==> src/rtl/sv32_page_table_walker.sv <==
// Sv32 hardware page-table walker.
// Walks the two-level Sv32 table for one virtual address per request and
// returns either a flattened leaf PTE or 32'h0 to signal a fault.
//
// Ports
//   clk        clock, rising edge
//   resetn     asynchronous active-low reset
//   address    virtual address, captured when a walk starts
//   satp       satp CSR; bits [21:0] (root PPN) captured when a walk starts
//   valid      walk request
//   ready      one-cycle walk-complete pulse
//   pte        result {phys_addr[31:12], 4'b0000, flags[7:0]}; 0 = fault
//   mem_valid  PTE read request
//   mem_addr   34-bit physical byte address of the PTE read
//   mem_ready  read complete; mem_rdata valid in the same cycle
//   mem_rdata  raw PTE read data
module sv32_page_table_walker (
    input  logic        clk,
    input  logic        resetn,
    input  logic [31:0] address,
    input  logic [31:0] satp,
    input  logic        valid,
    output logic        ready,
    output logic [31:0] pte,
    output logic        mem_valid,
    output logic [33:0] mem_addr,
    input  logic        mem_ready,
    input  logic [31:0] mem_rdata
);

    typedef enum logic [1:0] {IDLE, LVL1, LVL0, DONE} state_t;

    state_t      state, state_next;

    // Only the fields the walk actually uses are kept.
    logic [19:0] vpn_q;       // {VPN1, VPN0}
    logic [21:0] root_ppn_q;
    logic [21:0] l1_ppn_q;    // PPN of the level-1 pointer PTE

    logic        start;
    logic        l1_load;
    logic        pte_load;
    logic [31:0] pte_next;

    logic [9:0]  vpn1;
    logic [9:0]  vpn0;
    logic [33:0] l1_addr;
    logic [33:0] l0_addr;

    logic        pte_v, pte_r, pte_w, pte_x, pte_a;
    logic        is_leaf;
    logic        is_bad;

    logic        unused_bits;
    assign unused_bits = ^{satp[31:22], address[11:0], mem_rdata[9:8]};

    assign vpn1    = vpn_q[19:10];
    assign vpn0    = vpn_q[9:0];
    assign l1_addr = {root_ppn_q, 12'b0} + {22'b0, vpn1, 2'b00};
    assign l0_addr = {l1_ppn_q, 12'b0} + {22'b0, vpn0, 2'b00};

    assign pte_v   = mem_rdata[0];
    assign pte_r   = mem_rdata[1];
    assign pte_w   = mem_rdata[2];
    assign pte_x   = mem_rdata[3];
    assign pte_a   = mem_rdata[6];
    assign is_leaf = pte_r | pte_x;
    // Faults common to both levels: invalid, reserved W-without-R, leaf with A clear.
    assign is_bad  = !pte_v || (pte_w && !pte_r) || (is_leaf && !pte_a);

    always_ff @(posedge clk or negedge resetn) begin
        if (!resetn) begin
            state <= IDLE;
        end else begin
            state <= state_next;
        end
    end

    always_comb begin
        state_next = state;
        ready      = 1'b0;
        mem_valid  = 1'b0;
        mem_addr   = '0;
        start      = 1'b0;
        l1_load    = 1'b0;
        pte_load   = 1'b0;
        pte_next   = '0;

        case (state)
            IDLE: begin
                if (valid) begin
                    start      = 1'b1;
                    state_next = LVL1;
                end
            end
            LVL1: begin
                mem_valid = 1'b1;
                mem_addr  = l1_addr;
                if (mem_ready) begin
                    if (is_bad) begin
                        pte_load   = 1'b1;
                        state_next = DONE;
                    end else if (is_leaf) begin
                        pte_load   = 1'b1;
                        // Superpage: low PPN bits must be zero and PPN must fit 32 bits.
                        if (mem_rdata[19:10] == '0 && mem_rdata[31:30] == '0) begin
                            pte_next = {mem_rdata[29:20], vpn0, 4'b0000, mem_rdata[7:0]};
                        end
                        state_next = DONE;
                    end else begin
                        l1_load    = 1'b1;
                        state_next = LVL0;
                    end
                end
            end
            LVL0: begin
                mem_valid = 1'b1;
                mem_addr  = l0_addr;
                if (mem_ready) begin
                    pte_load = 1'b1;
                    // A pointer at the last level is a fault (pte_next stays 0).
                    if (!is_bad && is_leaf && mem_rdata[31:30] == '0) begin
                        pte_next = {mem_rdata[29:10], 4'b0000, mem_rdata[7:0]};
                    end
                    state_next = DONE;
                end
            end
            DONE: begin
                // valid is deliberately ignored here so a held request cannot restart.
                ready      = 1'b1;
                state_next = IDLE;
            end
            default: state_next = IDLE;
        endcase
    end

    always_ff @(posedge clk or negedge resetn) begin
        if (!resetn) begin
            vpn_q      <= '0;
            root_ppn_q <= '0;
            l1_ppn_q   <= '0;
            pte        <= '0;
        end else begin
            if (start) begin
                vpn_q      <= address[31:12];
                root_ppn_q <= satp[21:0];
            end
            if (l1_load) begin
                l1_ppn_q <= mem_rdata[31:10];
            end
            if (pte_load) begin
                pte <= pte_next;
            end
        end
    end

endmodule

==> config.mk <==
export PLATFORM = sky130hd
export DESIGN_NAME = sv32_page_table_walker
export DESIGN_NICKNAME = d
export VERILOG_FILES = /design/src/rtl/sv32_page_table_walker.sv
export SDC_FILE = /design/constraint.sdc
export NUM_CORES = 1
export LEC_CHECK = 0
export CAP_MARGIN = 20
export CELL_PAD_IN_SITES_DETAIL_PLACEMENT = 1
export CELL_PAD_IN_SITES_GLOBAL_PLACEMENT = 1
export CORE_MARGIN = 10
export CORE_UTILIZATION = 36
export DETAILED_ROUTE_END_ITERATION = 16
export GPL_ROUTABILITY_DRIVEN = 0
export HOLD_SLACK_MARGIN = 0.08
export PLACE_DENSITY_LB_ADDON = 0.1
export SYNTH_ARGS = -nofsm -noshare
export SYNTH_HDL_FRONTEND = slang
export SYNTH_SLANG_ARGS = --single-unit
==> constraint.sdc <==
create_clock -name clk -period 5.7 [get_ports clk]
set_input_delay 1.14 -clock clk [delete_from_list [all_inputs] [get_ports clk]]
set_output_delay 1.14 -clock clk [all_outputs]
set_load 0.005 [all_outputs]
==> summary.md <==
| Metric | Value |
|---|---|
| Initial Util | about 37% |
| TritonCTS buffer count | 9 |
| Leak Pwr | roughly 2.5 nW |
| Most numerous cell in the Yosys netlist | dfrtp_1 |
| Core area | 0.0116 mm² |
| Nets | between 500 and 600 |
| Grt ovf | 0 |
| Critical R2R Launch | state[1] |
| Pre-Repair DR Iteration Count | 4 |
| Pint | between 1.5 and 2 mW |
| Initial DRC count | between 150 and 200 |
| Post-synth top area cell | dfrtp_1 |
| Layout cells sized above 1 | approximately a fifth |
| Sequential Power Share | a little over a third |
| RSZ-0062 raised after global routing | no |
| Fill cells | 1209 |
| Crit-path max cell delay | ~0.64 ns |
| Top post-synthesis cells by count | dfrtp_1 (94), mux2_2 (65), a22oi_1 (32), nor2b_1 (32), nor2_1 (26) |
| Final period util | between 60% and 70% |
| Clock Latency Late Sink | 0.34 ns |
| CTS tree | built |
| Final Hold Fails | 0 |
| Vias in the first global route | around 3.7k |
| Setup Crit Path Kind | register to output pin |
| Gr usage total | ~16% |
| Pre-CTS WS | roughly 2 ns |
| Mapped Avg Cell Area | approximately 12 µm² |
| Clock Root Buffer | clkbuf_16 |
| Number of synthesized register bits | 94 |
| FFs w/ async S/R, synth | 100% |
| Status | finished clean |
| Clock power frac | roughly 18% |
| Slew headroom | 29.3% |
| Synth top area share | 54.8% |
| Post-synth EDFFs | 0 |
| Min cycle time layout | between 3 and 4 ns |
| Setup_tns | 0 ns |
| YS warnings | 0 |
| Die Width | about 130 µm |
| Diode count | 0 |
| Critical path's slowest cell | ha_1 |
| PD cells | 494 mW/mm² |
| Post-synth design cell area | 0.00429 mm² |
| Sequential cell area fraction in the yosys report | roughly 55% |
| Via count | 3287 |
| IO buf count | about 140 |
| # Post-CTS Setup Buffers | 0 |
| Worst setup SP type | register |
| Io pins | 168 |
| Critical Path RT | 4.56 ns |
| Vias per cell | between 5 and 6 |
| Crit path DAT | about 2.5 ns |
| Area Growth Syn to Fin | 41.2% |
| Final Setup Violations | 0 |
| Die Height | roughly 130 µm |
| Post-detailed-route wirelength per cell | about 22 µm |
| Hold path start | pte[3] |
| Comb pwr share | between 40% and 50% |
| Cell variety after synth | 31 |
| Setup crit end kind | output pin |
| CTS Buffer Depth | 2 |
| Largest net degree at the start of global routing | between 50 and 60 |
| DRT antenna net count | 0 |
| First-pass GRT wire length | 21.0 mm |
| Switch share | approximately 33% |
| Top FF cell, synth | dfrtp_1 |
| Clock skew | around 0.0071 ns |
| Crit path launch | state[0] |
| Die ar. | about 0.017 mm² |
| Rows | 39 |
| Crit path max fanout | 23 |
| Final WL | about 14 mm |
| DRC | 0 |
| Critical path, cell by cell | inv_1 > ha_1 > buf_16 > nor2b_1 > clkdlybuf4s50_1 |
| Worst hold path class | register to register |
| Cells after synthesis | roughly 340 |
| Max-cap viol count | 0 |
| Multi-input logic area | about 0.0018 mm² |
| Initial antenna violation count | 0 |
| Clk sinks | 94 |
| Least-Margin Pin Slew | around 1.1 ns |
| CTS clock-pin slew for the worst setup and hold paths | roughly 0.060 ns |
| Final WS setup | between 2 and 2.5 ns |
| H-tree depth | 3 |
| Total power | 2.99 mW |
| Max VDD drop | 0.251 mV |
| Max frequency | approximately 280 MHz |
| Ranking of synthesized cells by area | dfrtp_1 (55%), mux2_2 (17%), a22oi_1 (5.6%), nor2b_1 (4.7%), a22o_1 (2.9%) |
| CTS Hold Bufs | 0 |
| Max Slew Vio Count | 0 |
| Switch Pwr | approximately 0.99 mW |
| Hpwl dp | around 9.6 mm |
| Reg area | 0.00235 mm² |
| Post-CTS resize count | 0 |
-- cell usage in the layout (no fill, tap or decap), types with 2 or more instances in the layout --
| cell | instances |
|---|---|
| clkdlybuf4s50_1 | 136 |
| dfrtp_1 | 94 |
| mux2_2 | 65 |
| a22oi_1 | 32 |
| nor2b_1 | 32 |
| nor2_1 | 26 |
| a22o_1 | 14 |
| a221oi_1 | 10 |
| clkbuf_16 | 9 |
| conb_1 | 6 |
| buf_4 | 6 |
| inv_1 | 5 |
| nand2_1 | 5 |
| ha_1 | 5 |
| nand4_1 | 3 |
| nor4_2 | 3 |
| clkbuf_1 | 3 |
| and3_1 | 2 |
| a21o_1 | 2 |
| o21ai_0 | 2 |
| o31ai_1 | 2 |
| buf_16 | 2 |
-- registers in the layout, indices dropped and copies added, names as in the netlist --
register,flops
l1_ppn_q,22
pte,28
root_ppn_q,22
state,2
vpn_q,20
-- power by group through the flow --
stage	clock [mW]	sequential (mW)	combinational, mW
6_report	0.551	1.09	1.35
5_1_grt	0.598	1.13	1.49
4_1_cts	0.570	1.09	1.38
3_5_place_dp	0	1.10	1.38
3_3_place_gp	0	1.09	1.29
2_1_floorplan	0	1.05	0.735
-- layout make-up --
class / instances / share of cell area (%)
Multi-Input combinational cell: 220 / 29.5
Timing Repair Buffer: 144 / 24.1
Tap cell: 143 / 2.95
Clock buffer: 13 / 4.13
Sequential cell: 94 / 38.8
Clock inverter: 1 / 0.124
Inverter: 5 / 0.310
-- through the flow --
stage | hold slack [ns] | cell area, µm² | std cells | util, %
5_1_grt | 0.507 | 6060 | 620 | 52.4
3_3_place_gp | 0.464 | 5740 | 604 | 49.7
4_1_cts | 0.483 | 6030 | 619 | 52.1
2_1_floorplan | 0.473 | 4310 | 349 | -
6_report | 0.477 | 6060 | 620 | 52.4
3_5_place_dp | 0.470 | 5770 | 605 | 49.9
-- per-layer routing --
| layer | track usage (%) | part of all wire [%] | vias to the layer above |
|---|---|---|---|
| met4 | 3.75 | 0.66 | 0 |
| li1 | - | - | 1491 |
| met5 | 0 | 0 | - |
| met2 | 27.4 | 51 | 96 |
| met1 | 18.8 | 40 | 1691 |
| met3 | 6.73 | 8.2 | 9 |
-- path summary, 6_finish.rpt --
kind / end / slack [ns] / depth (start not counted)
min reg2reg: pte[3] / 0.48 / 2
max reg2reg: l1_ppn_q[2] / 2.71 / 7
min in group asynchronous: pte[1] / 0.79 / 1
min: pte[3] / 0.48 / 2
max in group asynchronous: state[1] / 3.78 / 2
max: mem_addr[15] / 2.08 / 5
-- critical path, delay by kind of cell, from the launching register on --
kind / cells / cell delay, ns
buf+inv: 3 / 0.86
fa+ha+maj: 1 / 0.64
flops: 1 / 0.43
simple gates: 1 / 0.19
-- cell families after synthesis --
| kind of cell | Yosys count | synth area share, % |
|---|---|---|
| buffers and inverters | 35 | 4.00 |
| and+or+nand+nor | 75 | 9.74 |
| muxes | 65 | 17.1 |
| DFF | 94 | 54.8 |
| AOI/OAI and AO/OA | 69 | 12.8 |
| adders and majority gates | 5 | 1.46 |
| other | 1 | 0.0874 |
No activity file was read; power rests on OpenSTA's default activity.
